File: src/rtl/game_config.vh
// Shared screen geometry for the game blocks; included inside packages.
`ifndef GAME_CONFIG_VH
`define GAME_CONFIG_VH

localparam int SCREEN_WIDTH  = 640;
localparam int SCREEN_HEIGHT = 480;

`endif

File: src/rtl/game_sprite_motion_pkg.sv
// Common definitions for the sprite motion block; screen size comes from game_config.vh.
package game_sprite_motion_pkg;

`include "game_config.vh"

  // Two's-complement negation that maps the most negative value to the most positive one.
  function automatic logic [7:0] neg_sat8(input logic [7:0] v, input int unsigned w);
    logic [7:0] min_v;
    logic [7:0] max_v;
    min_v = 8'd1 << (w - 1);
    max_v = min_v - 8'd1;
    if (v == min_v) begin
      neg_sat8 = max_v;
    end else begin
      neg_sat8 = (8'd0 - v) & ((8'd1 << w) - 8'd1);
    end
  endfunction

endpackage

File: src/rtl/game_strobe_gen.sv
// Free-running stride counter 0..PERIOD-1; tick is high while the count is PERIOD-1.
module game_strobe_gen #(
  parameter int PERIOD = 262144
) (
  input  logic clk,
  input  logic reset_n,
  output logic tick
);

  localparam int CW = (PERIOD > 2) ? $clog2(PERIOD) : 1;
  localparam logic [CW-1:0] LAST = CW'(PERIOD - 1);

  logic [CW-1:0] cnt_q;
  logic [CW-1:0] cnt_d;

  always_comb begin
    cnt_d = cnt_q + {{(CW-1){1'b0}}, 1'b1};
    if (cnt_q == LAST) begin
      cnt_d = '0;
    end else begin
      cnt_d = cnt_q + {{(CW-1){1'b0}}, 1'b1};
    end
  end

  always_ff @(posedge clk) begin
    if (!reset_n) begin
      cnt_q <= '0;
    end else begin
      cnt_q <= cnt_d;
    end
  end

  assign tick = (cnt_q == LAST);

endmodule

File: src/rtl/game_sprite_motion.sv
// Sprite position/velocity registers stepped once per stride tick.
// Optional edge bounce on x is enabled by defining GAME_SPRITE_BOUNCE_EN.
module game_sprite_motion
  import game_sprite_motion_pkg::*;
#(
  parameter int X_WIDTH       = 10,
  parameter int Y_WIDTH       = 10,
  parameter int DXY_WIDTH     = 3,
  parameter int SPRITE_WIDTH  = 8,
  parameter int SPRITE_HEIGHT = 8,
  parameter int UPDATE_PERIOD = 262144
) (
  input  logic                 clk,
  input  logic                 reset_n,
  input  logic                 write_xy,
  input  logic                 write_dxy,
  input  logic                 enable_update,
  input  logic [X_WIDTH-1:0]   x_to_write,
  input  logic [Y_WIDTH-1:0]   y_to_write,
  input  logic [DXY_WIDTH-1:0] dx_to_write,
  input  logic [DXY_WIDTH-1:0] dy_to_write,
  output logic [X_WIDTH-1:0]   x,
  output logic [Y_WIDTH-1:0]   y,
  output logic                 within_screen
);

  localparam logic [X_WIDTH-1:0] X_MAX = X_WIDTH'(SCREEN_WIDTH - SPRITE_WIDTH);
  localparam logic [Y_WIDTH-1:0] Y_MAX = Y_WIDTH'(SCREEN_HEIGHT - SPRITE_HEIGHT);

  logic [X_WIDTH-1:0]   x_q, x_d;
  logic [Y_WIDTH-1:0]   y_q, y_d;
  logic [DXY_WIDTH-1:0] dx_q, dx_d;
  logic [DXY_WIDTH-1:0] dy_q, dy_d;
  logic                 tick;
  logic                 step_s;
  logic [X_WIDTH-1:0]   x_step_s;
  logic [Y_WIDTH-1:0]   y_step_s;

  game_strobe_gen #(.PERIOD(UPDATE_PERIOD)) u_strobe (
    .clk     (clk),
    .reset_n (reset_n),
    .tick    (tick)
  );

  assign step_s   = tick & enable_update & ~write_xy;
  assign x_step_s = x_q + {{(X_WIDTH-DXY_WIDTH){dx_q[DXY_WIDTH-1]}}, dx_q};
  assign y_step_s = y_q + {{(Y_WIDTH-DXY_WIDTH){dy_q[DXY_WIDTH-1]}}, dy_q};

  always_comb begin
    x_d  = x_q;
    y_d  = y_q;
    dx_d = dx_q;
    dy_d = dy_q;
    if (write_xy) begin
      x_d = x_to_write;
      y_d = y_to_write;
    end else if (step_s) begin
`ifdef GAME_SPRITE_BOUNCE_EN
      // An out-of-range result with negative dx can only be a wrap below zero.
      if (x_step_s > X_MAX) begin
        x_d  = dx_q[DXY_WIDTH-1] ? '0 : X_MAX;
        dx_d = DXY_WIDTH'(neg_sat8(8'(dx_q), DXY_WIDTH));
      end else begin
        x_d = x_step_s;
      end
`else
      x_d = x_step_s;
`endif
      y_d = y_step_s;
    end else begin
      x_d = x_q;
      y_d = y_q;
    end
    if (write_dxy) begin
      dx_d = dx_to_write;
      dy_d = dy_to_write;
    end else begin
      dy_d = dy_q;
    end
  end

  always_ff @(posedge clk) begin
    if (!reset_n) begin
      x_q  <= '0;
      y_q  <= '0;
      dx_q <= '0;
      dy_q <= '0;
    end else begin
      x_q  <= x_d;
      y_q  <= y_d;
      dx_q <= dx_d;
      dy_q <= dy_d;
    end
  end

  assign x             = x_q;
  assign y             = y_q;
  assign within_screen = (x_q <= X_MAX) & (y_q <= Y_MAX);

endmodule
File: config.mk
export PLATFORM = sky130hd
export DESIGN_NAME = game_sprite_motion
export DESIGN_NICKNAME = d
export VERILOG_FILES = /design/src/rtl/game_sprite_motion_pkg.sv /design/src/rtl/game_strobe_gen.sv /design/src/rtl/game_sprite_motion.sv
export VERILOG_INCLUDE_DIRS = /design/src /design/src/rtl
export SDC_FILE = /design/constraint.sdc
export NUM_CORES = 1
export LEC_CHECK = 0
export CORE_UTILIZATION = 35
export CTS_BUF_LIST = sky130_fd_sc_hd__clkbuf_8
export CTS_CLUSTER_DIAMETER = 120
export DETAILED_ROUTE_END_ITERATION = 7
export DONT_BUFFER_PORTS = 1
export SYNTH_ARGS = -nofsm -noshare
export SYNTH_HDL_FRONTEND = slang
export SYNTH_SLANG_ARGS = --single-unit
File: constraint.sdc
create_clock -name clk -period 5.1 [get_ports clk]
set_input_delay 1.02 -clock clk [delete_from_list [all_inputs] [get_ports clk]]
set_output_delay 1.02 -clock clk [all_outputs]
set_load 0.05 [all_outputs]
# Word-level counts from Yosys, hierarchy flattened
# Cells that the tools add are included.
dict set report classes {
  n_reduce_logical 2
  add_sub_neg 3
  n_bitwise 5
  muxes 4
  eq_ne 1
  magnitude_cmp 2
}
# operator n
set ops {}
lappend ops {{two-way mux 10 bit} 4}
lappend ops {{adder 10 bit} 2}
lappend ops {{adder 18 x 1 -> 18 bit (second input constant)} 1}
lappend ops {{== test 18 bit (second input constant)} 1}
lappend ops {{<= comparator 10 bit (second input constant)} 1}
lappend ops {{<= comparator 10 x 9 -> 1 bit (second input constant)} 1}
lappend ops {{AND 1 bit} 3}
lappend ops {{inverter 1 bit} 2}
lappend ops {{nonzero test 2 bit} 1}
lappend ops {{OR reduction 2 bit} 1}
dict set report totals {
  register_bits 44
  word_cells 22
}

# Logic depth before layout (Yosys ltp)
# Gate-level depths: netlist of the first run.
dict set report logic_depth {
  ltp_word 5
  mapped_depth 7
  mapped_depth_nobuf 7
}

# By module
# Synthesis of the first run repeated with hierarchy kept, for this count alone.
dict set report unflattened {
  cells_unflattened 334
  area_unflattened_um2 2824.0
}
# mod instances area_per_inst_um2 cells_each
set modules_own_cells {}
lappend modules_own_cells {game_sprite_motion 1 1949.4 240}
lappend modules_own_cells {game_strobe_gen 1 874.6 94}

# Least setup slack after synthesis of the first run
# OpenSTA, ideal clock, no wires.
dict set report synth_timing {
  path_type {register to output}
  from {register y_q[1], in the netlist y[1]}
  to {output port within_screen}
  stages_incl_launch_ff 4
  t_arrival_ns 2.322
  setup_slack_ns 1.758
  required_time_ns 4.080
  path_buffers 0
  path_cell_list {dfxtp_1 > o311a_1 > o2111a_1 > a211oi_1}
}
dict set report synth_via {
  elab_chain_len 2
}
# element line
set synth_lines {}
lappend synth_lines {{start, declared} game_sprite_motion.sv:31} ;# logic [Y_WIDTH-1:0] y_q, y_d;
lappend synth_lines {{start signal, assigned} game_sprite_motion.sv:90} ;# y_q <= y_d;
lappend synth_lines {{<= comparator 10 x 9 -> 1 bit} game_sprite_motion.sv:98} ;# assign within_screen = (x_q <= X_MAX) & (y_q <= Y_MAX);
lappend synth_lines {{AND 1 bit} game_sprite_motion.sv:98}
lappend synth_lines {{end, declared} game_sprite_motion.sv:24} ;# output logic within_screen
# No other way between the ends.

# Worst setup path in the final report of the first run
# Ends and elaborated chain as after synthesis.

==> impl_results.md, run 1 <==
* WS Path Type: reg -> out
* Most common flop cell mapped by yosys: dfxtp_1
* Fin crit share at between 60% and 70%
* Hold Crit Start: u_strobe.cnt_q[0]
* Endpoint type of the worst setup path: primary output
* RSZ-0062 raised after global routing: no
* Worst-path maximum fanout at 5
* Endpoint arrival time on the critical path at 2.33 ns
* Power Density at 269 nW/um^2
* Fin crit period at 3.35 ns
* Max-slew violations at 0
* Worst Hold Class: reg -> reg
* Final core occ at ~39%
* Switch share at between 20% and 30%
* Startpoint types: flop
* Final setup violating endpoints at 0
* Cell count after synthesis at between 300 and 400
* Critical path, cell by cell: o311a_1 -> o2111a_1 -> a211oi_2
* Num CTS Buffers at 5
* Buffer count from post-CTS setup fixing at 0
* Global route overflow at 0
* Clock Power Share at between 30% and 40%
* Fin area at between 2000 and 3000 sq um
* Pre-CTS WS at between 2 and 2.5 ns
* Initial antenna violation count at 0
* Hold Vio Cnt, Final at 0
* Fill cells at 790
* DP Area at approximately 2800 sq um
* Die Ht at roughly 90 um
* Most frequent cells in the layout: dfxtp_1 (44), nor2_1 (24), nand2_1 (23), o21ai_0 (19), ha_1 (19)
* Mapped Area at around 2700 sq um
* RR Startpoint: y[1]
* Core area at between 7000 and 8000 sq um
* Clk_lat worst skew at just under 0.3 ns
* Critical path's top delay family: compound AO/OA/AOI/OAI gates
* Via density at approximately 5.6
* Share of cells above drive strength 1 at around 5.2%
* # resized after CTS at 0
* WL final at ~6300 um
* Area of the die at slightly above 8000 sq um
* First-pass GRT wire length at roughly 11000 um
* Post-DP HPWL at between 4000 and 5000 um
* GRT Util Overall at ~16%
* Internal at roughly 0.00055 W
* Area grow syn2layout at 6.74%
* Dominant cells by area after synthesis: dfxtp_1 (33%), ha_1 (8.8%), xor2_1 (5.8%)
* Yosys cell types at 51
* Worst Tran Pin Value at around 0.90 ns
* Share of the synthesized area in the top cell type at approximately a third
* Largest net degree at the start of global routing at 38
* CP max-delay cell: a211oi_2
* Post-Syn Nets at ~370
* Vias in the first global route at approximately 2200
* Switching Power at between 0.0002 and 0.00025 W
* Leak pwr at between 1 and 1.5 nW
* Ys Warns at 0
* Synth Register Bits at 44
* Hold Path Stages at 1
* Synth area leader: dfxtp_1
* Crit. Startpoint: y[1]
* Async S/R FF share, synth at 0%
* Drt drc at 0
* Sink Count at 44
* Drt wl/cell at approximately 15 um
* Post-synth EDFFs at 0
* Crit path depth at 3
* Critical path's largest stage delay at around 0.76 ns
* Setup ws final at roughly 1.8 ns
* Max Cap Violations at 0
* Skew final at ~0.0035 ns
* Worst-path clk slew at about 0.08 ns
* Maximum VDD drop at 0.000118 V
* Commonest non-fill, non-tap cell in the layout: dfxtp_1
* Sequential share of the synthesized area at 32.5%
* Max-Slew Margin vs Limit at around 40%
* Via count at 2281
* Seq pwr share at about 53%
* Worst-case reg-to-reg path depth at 6
* Starting Density at 36.8%
* Min Hold Slack at around 0.45 ns
* Diodes inserted at 0
* Clock Path Buffers at 2
* Die width at 90.0 um
* Number of port buffers at 0
* Root buffer cell: clkbuf_8
* Worst path bufs/invs at 0
* Final #Nets at 360
* H-tree depth at 2
* DRT Pass-1 Iters at 4
* Worst Path Required at about 4 ns
* Ports at 52
* Detailed router's first-iteration violation count at 136
* Status: finished, final reports clean
* Average size of a mapped cell at 8.66 sq um
* Placer Congestion at just over 0.8
* CTS tree: yes
* ANT nets after route at 0
* # hold bufs at CTS at 0
* Core Rows at 31
* Max Clock Freq at between 0.2 and 0.3 GHz
* Comb power frac at 13.1%
* TNS Setup at 0 ns
-- per-layer routing --
layer	part of all wire (%)	track usage, %	vias to the layer above
li1	-	-	1165
met1	50	22.7	1060
met2	44	25.8	46
met3	4.5	3.81	10
met4	1.4	4.03	0
met5	0	0	-
-- per-stage QoR --
| stage | total power [W] | cells |
|---|---|---|
| after global placement | 0.000521 | 400 |
| after global routing | 0.000821 | 408 |
| after CTS | 0.000788 | 408 |
| final | 0.000778 | 408 |
| after floorplan | 0.000506 | 313 |
| after detailed placement | 0.000523 | 400 |
-- synthesized netlist by cell type, types with 2 or more instances --
cell type,count
a21oi_1,7
o21ai_1,3
nand2_1,23
nor2b_1,7
o211ai_1,11
dfxtp_1,44
xnor2_1,8
nor3_1,9
xor2_1,18
nand3_1,17
nor2_1,24
nor4_1,2
nand2b_1,3
inv_1,3
and3_1,2
clkbuf_1,10
o21a_1,3
ha_1,19
and2_1,5
a21o_1,8
nand4_1,12
a31oi_1,9
o21bai_1,4
a211oi_1,5
and4_1,2
fa_1,2
mux2i_1,6
o21ai_0,19
a211o_1,6
-- worst paths after layout --
kind / end / slack [ns]
worst min register to register: u_strobe.cnt_q[0] / 0.45
worst max register to register: y[7] / 2.45
worst min-delay path: u_strobe.cnt_q[0] / 0.45
worst max-delay path: within_screen / 1.75
-- kinds of logic after synthesis --
kind of cell             Yosys count  share of synthesized area (%)
XOR/XNOR                          26                           8.40
AO/OA/AOI/OAI                     87                           22.0
buffers and inverters             16                           2.59
adder cells (fa/ha/maj)           21                           10.2
flip-flops                        44                           32.5
multiplexers                       6                           2.22
AND/OR/NAND/NOR                  113                           22.0
-- power groups by stage --
stage          combinational [W]  sequential [W]  clock (W)
2_1_floorplan          0.0000903        0.000415          0
3_3_place_gp            0.000100        0.000421          0
3_5_place_dp            0.000101        0.000422          0
4_1_cts                 0.000102        0.000413   0.000273
5_1_grt                 0.000117        0.000416   0.000288
6_report                0.000102        0.000413   0.000262
-- flip-flops by register name, summed over array words and instances (netlist names) --
name / flops
u_strobe.cnt_q: 18
x: 10
y: 10
dx_q: 3
dy_q: 3
-- final cells by class --
| type | instances | area, sq um | area share, % |
|---|---|---|---|
| Clock inverter | 3 | 38.8 | 1.34 |
| Inverter | 4 | 16.3 | 0.562 |
| Tap cell | 99 | 124 | 4.28 |
| Sequential cell | 44 | 881 | 30.4 |
| Multi-Input combinational cell | 253 | 1760 | 61.0 |
| Clock buffer | 5 | 68.8 | 2.38 |
(Power assumes the default switching activity.)
==> inputs of run 2 (changes only) <==
- clock period: 5.1 -> 3.3 ns (I/O delays scaled with it)
==> run 2 against run 1 <==
Against the previous run: register-to-register slack worse by 1.7 ns; final cell count grew 0.49%; via count grew 0.44%; critical path type unchanged; sequential cell count unchanged.
==> impl_results.md, run 2 (same netlist as run 1, synthesis figures left out) <==
* Status: finished, final reports clean
* Largest register FFs at 18
* Skew final at between 0.008 and 0.009 ns
* Detailed router's first-iteration violation count at around 180
* Maximum VDD drop at ~0.00024 V
* Area of the multi-input gates at 1760 sq um
* Comb power frac at around an eighth
* Commonest non-fill, non-tap cell in the layout: dfxtp_1
* RSZ-0062 raised after global routing: no
* Placer Congestion at 0.836
* Final #Nets at 362
* Startpoint types: flop
* Post-DP HPWL at between 4000 and 5000 um
* Die Ht at between 80 and 90 um
* Drt drc at 0
* Met1 usage at between 20% and 30%
* Core area at between 7000 and 8000 sq um
* Fin crit period at about 2.7 ns
* TNS Setup at 0 ns
* WL final at roughly 6400 um
* GR peak layer: met2
* Most frequent cells in the layout: dfxtp_1 (44), nor2_1 (24), nand2_1 (23), o21ai_0 (19), ha_1 (19)
* Vias in the first global route at between 2000 and 2500
* DRT Pass-1 Iters at 4
* WS Path Type: reg -> out
* Final setup violating endpoints at 0
* Fin crit share at between 80 and 90%
* Switch share at around 28%
* Max-Slew Margin vs Limit at about 49%
* Die width at 90.0 um
* Sink Count at 44
* Drt wl/cell at ~16 um
* Via count at about 2300
* Number of port buffers at 0
* GRT met2 Usage at a little over a quarter
* Root buffer cell: clkbuf_8
* Clk_lat worst skew at around 0.30 ns
* First-pass GRT wire length at approximately 11000 um
* Max Cap Violations at 0
* Internal at 0.000923 W
* Clock Power Share at 37.9%
* Pre-CTS WS at ~0.73 ns
* Seq. cell area at 881 sq um
* Largest net degree at the start of global routing at 38
* Fill cells at ~780
* Worst Path Required at approximately 2.6 ns
* Hold Vio Cnt, Final at 0
* Worst-path maximum fanout at 5
* Share of cells above drive strength 1 at under 10%
* Ports at 52
* H-tree depth at 2
* Area grow syn2layout at 8.17%
* Met3 usage at about 4.2%
* Clock Path Buffers at 2
* Leak pwr at 1.20 nW
* Seq pwr share at 49.7%
* Initial antenna violation count at 0
* Final core occ at slightly below 40%
* Endpoint type of the worst setup path: primary output
* Via density at approximately 5.6
* Worst-path clk slew at approximately 0.090 ns
* GRT Util Overall at ~16%
* Max-slew violations at 0
* ANT nets after route at 0
* Starting Density at 36.8%
* Worst Tran Pin Value at 0.766 ns
* Setup ws final at 0.643 ns
* Register name with the most flops: u_strobe.cnt_q
* # hold bufs at CTS at 0
* Area of the die at approximately 8000 sq um
* Power Density at between 400 and 500 nW/um^2
* CTS tree: yes
* Max Clock Freq at around 0.38 GHz
* Num CTS Buffers at 5
* Global route overflow at 0
* Buffer count from post-CTS setup fixing at 0
* Endpoint arrival time on the critical path at around 2.0 ns
* Worst Hold Class: reg -> reg
* Core Rows at 31
* Switching Power at roughly 0.00036 W
* # resized after CTS at 0
==> run 2: changes by cell type in the layout (fill, tap and decap cells not counted), sizes merged <==
cell | before | now
buf | 0 | 2
inv | 4 | 3
bufinv | 1 | 2
diode | 0 | 1
clkinv | 2 | 1
==> run 2: layout make-up <==
| type | count | share of cell area, % |
|---|---|---|
| Clock buffer | 5 | 2.35 |
| Tap cell | 99 | 4.23 |
| Timing Repair Buffer | 2 | 0.512 |
| Inverter | 4 | 0.555 |
| Clock inverter | 2 | 2.05 |
| Sequential cell | 44 | 30.0 |
| Multi-Input combinational cell | 253 | 60.2 |
| Antenna cell | 1 | 0.0854 |
==> run 2: power groups by stage <==
stage	clock, W	sequential [W]	combinational, W
finish	0.000487	0.000639	0.000159
global route	0.000525	0.000644	0.000181
CTS	0.000502	0.000640	0.000159
detailed placement	0	0.000652	0.000158
global placement	0	0.000652	0.000155
floorplan	0	0.000642	0.000140
==> run 2: path summary, 6_finish.rpt <==
check / start / endpoint / slack [ns] / cells after the start
worst max register to register: y[1] / y[7] / 0.73 / 6
worst min register to register: u_strobe.cnt_q[0] / u_strobe.cnt_q[0] / 0.45 / 1
worst max-delay path: y[1] / within_screen / 0.64 / 4
worst min-delay path: u_strobe.cnt_q[0] / u_strobe.cnt_q[0] / 0.45 / 1
==> run 2: layer usage <==
layer | up-vias | wire (um)
met5 | - | 0
met1 | 1073 | 3120
li1 | 1163 | -
met3 | 6 | 325
met2 | 49 | 2870
met4 | 0 | 65
==> run 2: worst max-delay path, stage by stage (launching register included) <==
cell and delay, ns:
dfxtp_1 0.54, o311a_1 0.46, o2111a_1 0.28, a211oi_2 0.19, buf_4 0.23
==> run 2: per-stage QoR <==
stage          std cells  hold slack (ns)  total power (W)  cell area, sq um
6_report             410            0.451          0.00129              2930
2_1_floorplan        313            0.418         0.000781              2710
4_1_cts              409            0.454          0.00130              2930
3_3_place_gp         402            0.429         0.000807              2800
5_1_grt              409            0.464          0.00135              2930
3_5_place_dp         402            0.437         0.000810              2800
==> inputs of run 3 (changes only) <==
- clock period: 3.3 -> 2.5 ns (I/O delays scaled with it)
==> run 3 against run 2 <==
Against the previous run: hold slack worse by 0.13 ns; utilization is 1.8 points higher; clock skew is 0.0016 ns higher; register-to-register slack worse by 0.45 ns; sequential cell count stayed put; clock-buffer cell count is 1 higher; final cell count is 5.4% higher; global-route usage is 0.73 points higher; cell area is 4.4% higher; die area stayed put; first-iteration DRC count is 40% lower; clock power is 4.7% lower.
==> impl_results.md, run 3 (same netlist as run 1, synthesis figures left out) <==
* Worst-case reg-to-reg path depth at 7
* Die width at roughly 90 um
* Final #Nets at between 300 and 400
* # resized after CTS at 2
* Clock Power Share at 29.9%
* Maximum VDD drop at 0.000188 V
* Endpoint arrival time on the critical path at between 1.5 and 2 ns
* Final setup violating endpoints at 0
* Global route overflow at 0
* Clock Path Buffers at 2
* CP max-delay cell: dfxtp_2
* Worst-path maximum fanout at 3
* Number of port buffers at 0
* Num CTS Buffers at 5
* Worst Tran Pin Value at slightly below 0.8 ns
* CP endpoint: within_screen
* Core area at approximately 7400 sq um
* Root buffer cell: clkbuf_8
* Critical path, cell by cell: buf_4 -> o311a_1 -> o2111a_1 -> a211oi_2 -> buf_4
* Starting Density at 36.8%
* Switching Power at around 0.00048 W
* Power Density at a little over 500 nW/um^2
* Drt wl/cell at ~15 um
* Buffer count from post-CTS setup fixing at 0
* Max Clock Freq at between 0.4 and 0.5 GHz
* Via density at ~5.5
* RSZ-0062 raised after global routing: no
* Max-Slew Margin vs Limit at 47.8%
* WL final at between 6000 and 7000 um
* Fin crit share at about 97%
* GRT Util Overall at approximately 17%
* Status: finished, final reports clean
* Ports at 52
* Hold Vio Cnt, Final at 0
* Max-slew violations at 0
* Drt drc at 0
* Largest net degree at the start of global routing at 38
* Largest register FFs at 18
* Internal at about 0.0011 W
* Post-DP HPWL at about 5000 um
* Commonest non-fill, non-tap cell in the layout: dfxtp_1
* DRT Pass-1 Iters at 4
* RR Startpoint: y[1]
* Crit-path most repeated cell: buf_4
* Fill cells at ~800
* Critical path's largest stage delay at 0.42 ns
* Detailed router's first-iteration violation count at about 110
* Switch share at a little over 30%
* Area grow syn2layout at 13.0%
* Worst Path Required at 2.00 ns
* TNS Setup at 0 ns
* Overall power at 0.00155 W
* H-tree depth at 2
* Comb power frac at between 20% and 30%
* Crit. Startpoint: y[1]
* ANT nets after route at 0
* Clk_lat worst skew at 0.30 ns
* Max Cap Violations at 0
* Register-to-Register Setup Slack at around 0.28 ns
* Die Ht at roughly 90 um
* Leak pwr at 1.29 nW
* Via count at around 2400
* Endpoint type of the worst setup path: primary output
* First-pass GRT wire length at about 11000 um
* DP Cell Count at about 420
* Placer Congestion at ~0.86
* Area of the die at 8100 sq um
* WS Path Type: reg -> out
* Initial antenna violation count at 0
* CTS tree: yes
* Core Rows at 31
* Vias in the first global route at around 2400
* Worst-path clk slew at 0.09 ns
* Post-Layout Cell Count at between 400 and 500
* Diodes inserted at 0
* # hold bufs at CTS at 0
* Skew final at about 0.01 ns
* Worst Hold Class: in -> reg
* Startpoint types: flop
* Seq pwr share at around 50%
* Register name with the most flops: u_strobe.cnt_q
* Share of cells above drive strength 1 at between 10% and 20%
* Reg2reg end: y[7]
* Fin crit period at roughly 2.4 ns
* Most frequent cells in the layout: dfxtp_1 (42), nor2_1 (24), buf_4 (24), nand2_1 (23)
* Sink Count at between 40 and 50
==> run 3: cell types whose count changed in the layout (fill, tap and decap cells not counted) <==
cell / before / now
clkbuf_8: 5 / 6
clkinvlp_4: 0 / 1
buf_4: 2 / 24
inv_1: 3 / 4
dfxtp_2: 0 / 2
diode_2: 1 / 0
dfxtp_1: 44 / 42
bufinv_16: 2 / 0
==> run 3: power by group through the flow <==
| stage | combinational, W | sequential (W) | clock (W) |
|---|---|---|---|
| after floorplan | 0.000185 | 0.000848 | 0 |
| after global placement | 0.000310 | 0.000788 | 0 |
| after detailed placement | 0.000314 | 0.000789 | 0 |
| after CTS | 0.000316 | 0.000772 | 0.000484 |
| after global routing | 0.000352 | 0.000777 | 0.000509 |
| final | 0.000316 | 0.000772 | 0.000464 |
==> run 3: routing by layer <==
| layer | part of all wire (%) | GRT usage [%] |
|---|---|---|
| met1 | 48 | 21.8 |
| met2 | 47 | 29.3 |
| met3 | 4.4 | 3.64 |
| met4 | 0.84 | 3.90 |
| met5 | 0 | 0 |
==> run 3: how the worst min path moves through the flow <==
stage / start / slack [ns] / to / depth (start not counted)
after detailed placement: u_strobe.cnt_q[0] / 0.44 / u_strobe.cnt_q[0] / 1
after global placement: u_strobe.cnt_q[0] / 0.43 / u_strobe.cnt_q[0] / 1
after CTS: x_to_write[9] / 0.32 / x[9] / 2
after floorplan: u_strobe.cnt_q[0] / 0.42 / u_strobe.cnt_q[0] / 1
after global routing: reset_n / 0.31 / u_strobe.cnt_q[6] / 1
final: reset_n / 0.32 / u_strobe.cnt_q[16] / 1
==> run 3: cell type report <==
type	count	area (sq um)	share of cell area, %
clock inverter	2	11.3	0.368
inverter	4	16.3	0.531
clock buffer	6	82.6	2.70
multi-input combinational	253	1760	57.6
timing repair buffer	24	180	5.88
sequential	44	883	28.9
tap	99	124	4.05
==> run 3: stage by stage <==
step | utilization [%] | instance area, sq um | hold WS, ns | setup WS, ns
3_3_place_gp | 40.2 | 2970 | 0.431 | 0.160
6_report | 41.5 | 3060 | 0.324 | 0.0782
2_1_floorplan | - | 2720 | 0.418 | 0.145
5_1_grt | 41.5 | 3060 | 0.315 | 0.0227
4_1_cts | 41.5 | 3060 | 0.319 | 0.0538
3_5_place_dp | 40.2 | 2970 | 0.439 | 0.105
==> run 3: critical path: cells and delay by family (launching register included) <==
kind | cells | cell delay [ns]
compound gates | 3 | 0.79
buf+inv | 2 | 0.41
flops | 1 | 0.42
